### src/rtl/vga_vram_arbiter_if.sv
// Bus bundle for vga_vram_arbiter: fetch trigger, host write port, RAM port,
// line-buffer port and status pulses. The arbiter uses the slave modport; the
// surrounding system (timing generator, host, RAM) uses the master modport.
interface vga_vram_arbiter_if #(
   parameter int ADDR_W = 9,
   parameter int DATA_W = 8,
   parameter int LB_AW  = 5
);
   logic              i_fetch_req;
   logic [4:0]        i_fetch_row;
   logic              i_wr_valid;
   logic              o_wr_ready;
   logic [ADDR_W-1:0] i_wr_addr;
   logic [DATA_W-1:0] i_wr_data;
   logic              o_wr_err;
   logic              o_ram_en;
   logic              o_ram_we;
   logic [ADDR_W-1:0] o_ram_addr;
   logic [DATA_W-1:0] o_ram_wdata;
   logic [DATA_W-1:0] i_ram_rdata;
   logic              o_lb_we;
   logic [LB_AW-1:0]  o_lb_addr;
   logic [DATA_W-1:0] o_lb_data;
   logic              o_fetch_done;
   logic              o_overrun;

   modport slave (
      input  i_fetch_req, i_fetch_row, i_wr_valid, i_wr_addr, i_wr_data, i_ram_rdata,
      output o_wr_ready, o_wr_err, o_ram_en, o_ram_we, o_ram_addr, o_ram_wdata,
             o_lb_we, o_lb_addr, o_lb_data, o_fetch_done, o_overrun
   );

   modport master (
      output i_fetch_req, i_fetch_row, i_wr_valid, i_wr_addr, i_wr_data, i_ram_rdata,
      input  o_wr_ready, o_wr_err, o_ram_en, o_ram_we, o_ram_addr, o_ram_wdata,
             o_lb_we, o_lb_addr, o_lb_data, o_fetch_done, o_overrun
   );
endinterface

### src/rtl/vga_vram_arbiter.sv
// Cell-RAM arbiter between the scan-out row fetch (absolute priority, copies
// one text row into the line buffer during hblank) and the host write port.
// Optional feature: define VGA_VRAM_WR_SKID_EN to add a one-entry host write
// skid register so writes can be accepted while a fetch is in progress.
module vga_vram_arbiter #(
   parameter int COLS   = 25,
   parameter int ROWS   = 18,
   parameter int ADDR_W = 9,
   parameter int DATA_W = 8,
   parameter int LB_AW  = 5
) (
   input logic               i_clk,
   input logic               i_rst_n,
   vga_vram_arbiter_if.slave bus
);

   localparam logic [LB_AW-1:0] COL_LAST = LB_AW'(COLS - 1);

   typedef enum logic [1:0] {IDLE, FETCH, DRAIN, DONE} state_t;

   state_t            state, state_nx;
   logic [ADDR_W-1:0] base_q, base_nx;
   logic [LB_AW-1:0]  col_q, col_nx;
   logic              drain_q, drain_nx;

   logic              ram_en_q, ram_en_nx;
   logic              ram_we_q, ram_we_nx;
   logic [ADDR_W-1:0] ram_addr_q, ram_addr_nx;
   logic [DATA_W-1:0] ram_wdata_q, ram_wdata_nx;
   logic              wr_err_q, wr_err_nx;
   logic              overrun_q, overrun_nx;

   logic              rd_pend_q;
   logic [LB_AW-1:0]  rd_col_q;
   logic              lb_we_q;
   logic [LB_AW-1:0]  lb_addr_q;
   logic [DATA_W-1:0] lb_data_q;

   logic              ready_c;
   logic              row_bad;
   logic              host_bad;
   logic [ADDR_W-1:0] fetch_base;

`ifdef VGA_VRAM_WR_SKID_EN
   logic              skid_valid_q, skid_valid_nx;
   logic [ADDR_W-1:0] skid_addr_q, skid_addr_nx;
   logic [DATA_W-1:0] skid_data_q, skid_data_nx;
   logic              skid_bad;

   assign skid_bad = 32'(skid_addr_q) >= 32'(COLS * ROWS);
`endif

   assign row_bad    = 32'(bus.i_fetch_row) >= 32'(ROWS);
   assign host_bad   = 32'(bus.i_wr_addr) >= 32'(COLS * ROWS);
   assign fetch_base = ADDR_W'(32'(bus.i_fetch_row) * 32'(COLS));

   // State register and registered RAM/status outputs
   always_ff @(posedge i_clk or negedge i_rst_n) begin
      if (!i_rst_n) begin
         state        <= IDLE;
         base_q       <= '0;
         col_q        <= '0;
         drain_q      <= '0;
         ram_en_q     <= '0;
         ram_we_q     <= '0;
         ram_addr_q   <= '0;
         ram_wdata_q  <= '0;
         wr_err_q     <= '0;
         overrun_q    <= '0;
`ifdef VGA_VRAM_WR_SKID_EN
         skid_valid_q <= '0;
         skid_addr_q  <= '0;
         skid_data_q  <= '0;
`endif
      end else begin
         state        <= state_nx;
         base_q       <= base_nx;
         col_q        <= col_nx;
         drain_q      <= drain_nx;
         ram_en_q     <= ram_en_nx;
         ram_we_q     <= ram_we_nx;
         ram_addr_q   <= ram_addr_nx;
         ram_wdata_q  <= ram_wdata_nx;
         wr_err_q     <= wr_err_nx;
         overrun_q    <= overrun_nx;
`ifdef VGA_VRAM_WR_SKID_EN
         skid_valid_q <= skid_valid_nx;
         skid_addr_q  <= skid_addr_nx;
         skid_data_q  <= skid_data_nx;
`endif
      end
   end

   // Next-state, arbitration and next RAM command
   always_comb begin
      state_nx     = state;
      base_nx      = base_q;
      col_nx       = col_q;
      drain_nx     = drain_q;
      ram_en_nx    = 1'b0;
      ram_we_nx    = 1'b0;
      ram_addr_nx  = ram_addr_q;
      ram_wdata_nx = ram_wdata_q;
      wr_err_nx    = 1'b0;
      overrun_nx   = bus.i_fetch_req & (state != IDLE);
      ready_c      = 1'b0;
`ifdef VGA_VRAM_WR_SKID_EN
      skid_valid_nx = skid_valid_q;
      skid_addr_nx  = skid_addr_q;
      skid_data_nx  = skid_data_q;
`endif

      unique case (state)
         IDLE: begin
            col_nx   = '0;
            drain_nx = 1'b0;
`ifdef VGA_VRAM_WR_SKID_EN
            ready_c  = ~bus.i_fetch_req & ~skid_valid_q;
`else
            ready_c  = ~bus.i_fetch_req;
`endif
            if (bus.i_fetch_req) begin
               base_nx = fetch_base;
               if (row_bad) begin
                  state_nx = DONE;
               end else begin
                  state_nx    = FETCH;
                  ram_en_nx   = 1'b1;
                  ram_addr_nx = fetch_base;
               end
`ifdef VGA_VRAM_WR_SKID_EN
            // A parked write drains before any new host write is taken
            end else if (skid_valid_q) begin
               skid_valid_nx = 1'b0;
               if (skid_bad) begin
                  wr_err_nx = 1'b1;
               end else begin
                  ram_en_nx    = 1'b1;
                  ram_we_nx    = 1'b1;
                  ram_addr_nx  = skid_addr_q;
                  ram_wdata_nx = skid_data_q;
               end
`endif
            end else if (bus.i_wr_valid) begin
               if (host_bad) begin
                  wr_err_nx = 1'b1;
               end else begin
                  ram_en_nx    = 1'b1;
                  ram_we_nx    = 1'b1;
                  ram_addr_nx  = bus.i_wr_addr;
                  ram_wdata_nx = bus.i_wr_data;
               end
            end
         end
         FETCH: begin
            // col_q is the column whose read is on the RAM port this cycle
            if (col_q == COL_LAST) begin
               state_nx = DRAIN;
            end else begin
               col_nx      = col_q + LB_AW'(1);
               ram_en_nx   = 1'b1;
               ram_addr_nx = base_q + ADDR_W'(col_q) + ADDR_W'(1);
            end
         end
         DRAIN: begin
            if (drain_q) state_nx = DONE;
            else         drain_nx = 1'b1;
         end
         DONE: begin
            state_nx = IDLE;
         end
      endcase

`ifdef VGA_VRAM_WR_SKID_EN
      if (state != IDLE) begin
         ready_c = ~skid_valid_q;
         if (bus.i_wr_valid && !skid_valid_q) begin
            skid_valid_nx = 1'b1;
            skid_addr_nx  = bus.i_wr_addr;
            skid_data_nx  = bus.i_wr_data;
         end
      end
`endif
   end

   // Read return pipeline: RAM data arrives one cycle after the strobe and
   // is registered into the line buffer the cycle after that
   always_ff @(posedge i_clk or negedge i_rst_n) begin
      if (!i_rst_n) begin
         rd_pend_q <= '0;
         rd_col_q  <= '0;
         lb_we_q   <= '0;
         lb_addr_q <= '0;
         lb_data_q <= '0;
      end else begin
         rd_pend_q <= ram_en_q & ~ram_we_q;
         rd_col_q  <= col_q;
         lb_we_q   <= rd_pend_q;
         if (rd_pend_q) begin
            lb_addr_q <= rd_col_q;
            lb_data_q <= bus.i_ram_rdata;
         end
      end
   end

   assign bus.o_wr_ready   = ready_c & i_rst_n;
   assign bus.o_wr_err     = wr_err_q;
   assign bus.o_ram_en     = ram_en_q;
   assign bus.o_ram_we     = ram_we_q;
   assign bus.o_ram_addr   = ram_addr_q;
   assign bus.o_ram_wdata  = ram_wdata_q;
   assign bus.o_lb_we      = lb_we_q;
   assign bus.o_lb_addr    = lb_addr_q;
   assign bus.o_lb_data    = lb_data_q;
   assign bus.o_fetch_done = (state == DONE);
   assign bus.o_overrun    = overrun_q;

endmodule

### src/flat_wrapper.sv
// flat-port wrapper written by rule: the top's interface ports become plain ports
module vga_vram_arbiter_flat 
#(
   parameter int COLS   = 25,
   parameter int ROWS   = 18,
   parameter int ADDR_W = 9,
   parameter int DATA_W = 8,
   parameter int LB_AW  = 5
)
  (i_clk, i_rst_n, bus_i_fetch_req, bus_i_fetch_row, bus_i_wr_valid, bus_i_wr_addr, bus_i_wr_data, bus_i_ram_rdata, bus_o_wr_ready, bus_o_wr_err, bus_o_ram_en, bus_o_ram_we, bus_o_ram_addr, bus_o_ram_wdata, bus_o_lb_we, bus_o_lb_addr, bus_o_lb_data, bus_o_fetch_done, bus_o_overrun);
  vga_vram_arbiter_if #(.ADDR_W(ADDR_W), .DATA_W(DATA_W), .LB_AW(LB_AW)) bus_i ();
  input logic i_clk;
  input logic i_rst_n;
  input wire logic [$bits(bus_i.i_fetch_req)-1:0] bus_i_fetch_req;
  input wire logic [$bits(bus_i.i_fetch_row)-1:0] bus_i_fetch_row;
  input wire logic [$bits(bus_i.i_wr_valid)-1:0] bus_i_wr_valid;
  input wire logic [$bits(bus_i.i_wr_addr)-1:0] bus_i_wr_addr;
  input wire logic [$bits(bus_i.i_wr_data)-1:0] bus_i_wr_data;
  input wire logic [$bits(bus_i.i_ram_rdata)-1:0] bus_i_ram_rdata;
  output wire logic [$bits(bus_i.o_wr_ready)-1:0] bus_o_wr_ready;
  output wire logic [$bits(bus_i.o_wr_err)-1:0] bus_o_wr_err;
  output wire logic [$bits(bus_i.o_ram_en)-1:0] bus_o_ram_en;
  output wire logic [$bits(bus_i.o_ram_we)-1:0] bus_o_ram_we;
  output wire logic [$bits(bus_i.o_ram_addr)-1:0] bus_o_ram_addr;
  output wire logic [$bits(bus_i.o_ram_wdata)-1:0] bus_o_ram_wdata;
  output wire logic [$bits(bus_i.o_lb_we)-1:0] bus_o_lb_we;
  output wire logic [$bits(bus_i.o_lb_addr)-1:0] bus_o_lb_addr;
  output wire logic [$bits(bus_i.o_lb_data)-1:0] bus_o_lb_data;
  output wire logic [$bits(bus_i.o_fetch_done)-1:0] bus_o_fetch_done;
  output wire logic [$bits(bus_i.o_overrun)-1:0] bus_o_overrun;
  assign bus_i.i_fetch_req = bus_i_fetch_req;
  assign bus_i.i_fetch_row = bus_i_fetch_row;
  assign bus_i.i_wr_valid = bus_i_wr_valid;
  assign bus_i.i_wr_addr = bus_i_wr_addr;
  assign bus_i.i_wr_data = bus_i_wr_data;
  assign bus_i.i_ram_rdata = bus_i_ram_rdata;
  assign bus_o_wr_ready = bus_i.o_wr_ready;
  assign bus_o_wr_err = bus_i.o_wr_err;
  assign bus_o_ram_en = bus_i.o_ram_en;
  assign bus_o_ram_we = bus_i.o_ram_we;
  assign bus_o_ram_addr = bus_i.o_ram_addr;
  assign bus_o_ram_wdata = bus_i.o_ram_wdata;
  assign bus_o_lb_we = bus_i.o_lb_we;
  assign bus_o_lb_addr = bus_i.o_lb_addr;
  assign bus_o_lb_data = bus_i.o_lb_data;
  assign bus_o_fetch_done = bus_i.o_fetch_done;
  assign bus_o_overrun = bus_i.o_overrun;
  vga_vram_arbiter #(.COLS(COLS), .ROWS(ROWS), .ADDR_W(ADDR_W), .DATA_W(DATA_W), .LB_AW(LB_AW)) u_core (.i_clk(i_clk), .i_rst_n(i_rst_n), .bus(bus_i));
endmodule
### config.mk
export PLATFORM = sky130hd
export DESIGN_NAME = vga_vram_arbiter_flat
export DESIGN_NICKNAME = d
export VERILOG_FILES = /design/src/rtl/vga_vram_arbiter_if.sv /design/src/rtl/vga_vram_arbiter.sv /design/src/flat_wrapper.sv
export SDC_FILE = /design/constraint.sdc
export NUM_CORES = 1
export LEC_CHECK = 0
export CAP_MARGIN = 10
export CORE_MARGIN = 8
export CORE_UTILIZATION = 45
export CTS_CLUSTER_DIAMETER = 200
export CTS_CLUSTER_SIZE = 24
export DETAILED_ROUTE_END_ITERATION = 10
export PLACE_DENSITY = 0.78
export SYNTH_ARGS = -nofsm -noshare
export SYNTH_HDL_FRONTEND = slang
export SYNTH_SLANG_ARGS = --single-unit
### constraint.sdc
create_clock -name i_clk -period 2.1 [get_ports i_clk]
set_clock_uncertainty 0.2 [all_clocks]
set_input_delay 0.42 -clock i_clk [delete_from_list [all_inputs] [get_ports i_clk]]
set_output_delay 0.42 -clock i_clk [all_outputs]
set_load 0.01 [all_outputs]
; Word level (Yosys, flattened, before mapping)
; Cells that the tools add are included.
; W data, S select, Z words.
[totals]
register_bits = 58
inputBits = 34
word_cells = 74
output_inout_bits = 37
[classes]
order_cmp = 2
mul = 1
n_eq_ne = 11
n_addsub = 3
muxes = 27
n_reduce_logical = 9
bitwise_logic = 6
[ops]
columns = cell, count
row1 = $mux W9, 5
row2 = $pmux W9 S2, 1
row3 = $mux W1, 12
row4 = $pmux W5 S2, 1
row5 = $add A9 B1 Y9 const B, 1
row6 = $add A9 B5 Y9, 1
row7 = $ge A9 B9 Y1 const B, 1
row8 = $mul A5 B5 Y9 const B, 1
row9 = $ne A3 B3 Y1 const B, 3
row10 = $mux W2, 4
row11 = $pmux W2 S4, 1
row12 = $reduce_bool A2 Y1, 3
row13 = $add A5 B1 Y5 const B, 1
row14 = $eq A5 B5 Y1 const B, 1
row15 = $ge A5 B5 Y1 const B, 1
row16 = $mux W5, 1
row17 = $reduce_and A5 Y1, 1
row18 = $eq A2 B2 Y1 const B, 2
row19 = $ne A2 B1 Y1 const B, 2
row20 = $ne A2 B2 Y1 const B, 2
row21 = $pmux W1 S2, 2
row22 = $reduce_and A2 Y1, 2
row23 = $reduce_and A4 Y1, 1
row24 = $and A1 B1 Y1, 3
row25 = other kinds (4), 6

; Longest topological paths before layout
[logic_depth]
depth_word = 5
depth_mapped = 12
depth_no_buf = 12

; Least setup slack after synthesis
; Ideal clock, no wire load.
[synth_timing]
path_type = input to register
start = input port bus_i_fetch_row[3]
end = register u_core.ram_addr_q[8] (netlist: u_core.bus.o_ram_addr[8])
required_ns = 1.779
setup_slack_ns = -0.514
stages = 10
arrival_ns = 2.293
setup_time_ns = 0.121
cell_sequence = inv_1 -> ha_1 -> inv_1 -> ha_1 -> ha_1 -> ha_1 -> a31oi_1 -> xnor2_1 -> a21bo_2 -> a22o_1
[synth_between]
elab_chain_cells = 4
word_cells_on_any_way = 7
[synth_lines]
columns = item, line_no
row1 = "start, declared", flat_wrapper.sv:15  ; input wire logic [$bits(bus_i.i_fetch_row)-1:0] bus_i_fetch_row;
row2 = $mul A5 B5 Y9, vga_vram_arbiter.sv:55  ; assign fetch_base = ADDR_W'(32'(bus.i_fetch_row) * 32'(COLS));
row3 = $mux W9, vga_vram_arbiter.sv:124  ; if (row_bad) begin
row4 = $mux W9, vga_vram_arbiter.sv:122  ; if (bus.i_fetch_req) begin
row5 = $pmux W9 S2, vga_vram_arbiter.sv:113  ; unique case (state)
row6 = "end signal, assigned", vga_vram_arbiter.sv:82  ; ram_addr_q <= ram_addr_nx;
row7 = "end, declared", vga_vram_arbiter.sv:28  ; logic [ADDR_W-1:0] ram_addr_q, ram_addr_nx;
; Several ways; a longest one is shown, not always the timed one. The select of a mux whose other input is x is not followed.
; A chain may end at the register's enable or synchronous reset.

; Worst setup path in the final report
[layout_timing]
start = input port bus_i_fetch_row[0]
end = register u_core.ram_addr_q[8] (netlist: u_core.bus.o_ram_addr[8])
; The elaborated chain is that of the path after synthesis.

==> impl_metrics.tcl <==
set metrics [dict create \
    io_buffers 70 \
    globalRouteTotalUtil_pct 16.9 \
    die_x_um 99.0 \
    power.density_nw_per_um2 1370 \
    rows 30 \
    synth_top_area_share_pct 46.9 \
    criticalPathCategory "in2reg" \
    grt-busiest-layer "met2" \
    grt_pass1_wl_um 13000 \
    stdcell_area_um2 4780 \
    combPwrFrac_pct 51.1 \
    vias 2491 \
    hold_violations 0 \
    met2_usage_pct 29.1 \
    p_sw_mw 2.28 \
    drtIter0Drc 103 \
    avgSynthCellArea_um2 11.2 \
    io_pins 71 \
    syn_nets 343 \
    switching_share_pct 34.8 \
    power.leakage_nw 2.16 \
    setup_viol 6 \
    routed_wl_um 8290 \
    relSlewSlack_pct 52.3 \
    synthToLayoutAreaGrowth_pct 54.5 \
    slew_violations 0 \
    violations "setup timing" \
    tightest_slew_ns 0.716 \
    post_drt_wl_per_cell_um 17.3 \
    ys_types 45 \
    synth_top_area_cell "dfrtp_1" \
    die_height_um 99.0 \
    yosys_warnings 0 \
    clk_pin_slew_ns 0.07 \
    cts_root_buf "clkbuf_8" \
    dr.pass1.iters 4 \
    dp_cells 459 \
    min_period_over_period_pct 108 \
    die_area_um2 9790 \
    fmax_mhz 440 \
    hold_class "in2async" \
    layout_common_cells "61 x clkdlybuf4s50_1, 58 x dfrtp_1, 38 x buf_4" \
    worst-path-max-fanout 2 \
    pwr-share-clk_pct 19.6 \
    arrival_ns 2.30 \
    internal_power_mw 4.27 \
    clkLatencyLatePin_ns 0.34 \
    status "complete, but fails checks" \
    avgViaCountPerCell 5.21 \
    antenna_left 0 \
    dp_worst_setup_slack_ns -1.03 \
    layout-drive-gt1-share_pct 36.2 \
    tritoncts "built" \
    numClockSinks 58 \
    clockBufferDepth 2 \
    htreeDepth 3 \
    globalplace.congestion 0.819 \
    overflow 0 \
    end_kind "register" \
    startpoint_type "primary input" \
    fin_nets 459 \
    final_common_cell "clkdlybuf4s50_1" \
    fin_cells 478 \
    ys_seq_area_share_pct 46.9 \
    antenna_found_initial 0 \
    place_area_um2 4320 \
    syn-cell-area_um2 3100 \
    grt_start_max_net_pins 59 \
    grt_use_met3_pct 4.79 \
    synth-main-ff-cell "dfrtp_1" \
    synthCells 277 \
    pwr-share-seq_pct 29.3 \
    synth_area_leaders "dfrtp_1 47%, ha_1 12%, mux2_2 9.8%" \
    grt.met1_usage_pct 19.4 \
    vdd_drop_max_uv 595 \
    hold_ws_ns 0.104 \
    antennaDiodeCount 0 \
    async_reset_ff_share_pct 100 \
    synth_edf_count 0 \
    post-route-drc-count 0 \
    grt_pass1_vias 2614 \
    start_util_pct 46.1 \
    ys_ff_latch 58 \
    worstPathRequired_ns 2.13 \
    cts_buffers 9 \
    grt_setup_unrepaired "yes" \
    max_cap_violations 0 \
    period_minus_slack_ns 2.27 \
    core_um2 6720 \
    dp_hpwl_um 5800 \
    fin_ws_ns -0.171 \
]
-- Yosys cell counts (2+ instances only) --
library cell	number
o21ai_1	5
xor2_1	3
nand2_1	18
fa_1	2
a21o_1	3
o21ai_0	11
o21a_1	2
inv_1	18
a21oi_1	13
mux2_2	27
clkbuf_1	6
dfrtp_1	58
a31oi_1	4
nor2b_1	6
nor3_1	4
buf_6	2
nand3_1	5
and3_1	3
mux2i_1	8
nand2b_1	3
a211o_1	2
nand4_1	2
xnor2_1	5
a22o_1	4
nor2_1	13
o31ai_1	2
ha_1	30
-- stage by stage --
step / power (mW) / setup TNS (ns) / utilization (%)
floorplan: 3.55 / -1.18 / -
global placement: 4.81 / -13.02 / 64.3
detailed placement: 4.92 / -13.77 / 64.3
CTS: 6.36 / -0.872 / 69.7
global route: 6.97 / -1.09 / 71.2
finish: 6.55 / -0.490 / 71.2
-- layer usage --
layer | part of all wire (%) | vias up | wire, um
met2 | 52 | 63 | 4320
met4 | 1.6 | 0 | 133
met3 | 5.2 | 12 | 430
met5 | 0 | - | 0
li1 | - | 1206 | -
met1 | 41 | 1210 | 3410
-- what timing repair did --
| item | CTS | global route |
|---|---|---|
| endpoints found under the setup margin | 15 | 15 |
| hold buffers | 0 | 0 |
| setup buffers | 2 | 3 |
| pin swaps | 19 | 18 |
| resized for setup | 49 | 24 |
-- state kept, by name (all words and copies together), names as in the netlist, 2 cells and up --
name                    count
u_core.base_q               9
u_core.bus.o_ram_addr       9
u_core.bus.o_lb_addr        5
u_core.col_q                5
u_core.state                2
u_core.bus.o_lb_data        8
u_core.bus.o_ram_wdata      8
u_core.rd_col_q             5
-- area by class of cell --
type                            instances  area (um2)
Clock buffer                            9         124
Timing Repair Buffer                  115        1080
Fill cell                             472        1930
Tap cell                               80         100
Inverter                               19         104
Multi-Input combinational cell        190        1800
Clock inverter                          7         125
Sequential cell                        58        1450
-- cell families (layout without fill, tap and decap cells) --
| family | count (synthesis) | after routing | synth area share, % |
|---|---|---|---|
| AO/OA/AOI/OAI | 55 | 55 | 11.5 |
| XOR/XNOR | 8 | 8 | 2.26 |
| multiplexers | 35 | 35 | 12.4 |
| AND/OR/NAND/NOR | 60 | 60 | 9.54 |
| adder cells (fa/ha/maj) | 32 | 32 | 13.4 |
| buffers and inverters | 29 | 150 | 4.04 |
| flip-flops | 58 | 58 | 46.9 |
-- critical path, stage by stage --
cell and delay [ns]:
buf_12 0.09, inv_12 0.03, ha_4 0.25, inv_2 0.04
ha_4 0.26, ha_4 0.13, inv_2 0.03, fa_2 0.34
inv_2 0.08, a31oi_4 0.08, xnor2_2 0.15, a21bo_2 0.20
a22o_1 0.20
-- power by group through the flow --
stage | Clock (mW) | Combinational, mW | Sequential [mW]
floorplan | 0 | 1.53 | 2.03
finish | 1.29 | 3.34 | 1.92
CTS | 1.30 | 3.14 | 1.92
global route | 1.35 | 3.64 | 1.98
detailed placement | 0 | 2.99 | 1.93
global placement | 0 | 2.91 | 1.90
-- final timing paths --
path                                startpoint                         to  slack, ns  depth (start not counted)
setup / recovery            bus_i_fetch_row[0]   u_core.bus.o_ram_addr[8]      -0.17                         13
hold / removal                         i_rst_n   u_core.bus.o_ram_addr[7]       0.10                          2
setup reg to reg              u_core.base_q[0]   u_core.bus.o_ram_addr[8]      -0.14                          9
hold reg to reg            u_core.bus.o_ram_we           u_core.rd_pend_q       0.22                          1
max in group asynchronous              i_rst_n  u_core.bus.o_ram_wdata[0]       1.12                          2
min in group i_clk          bus_i_fetch_row[0]           u_core.base_q[0]       0.18                          3
(Power assumes the default switching activity.)
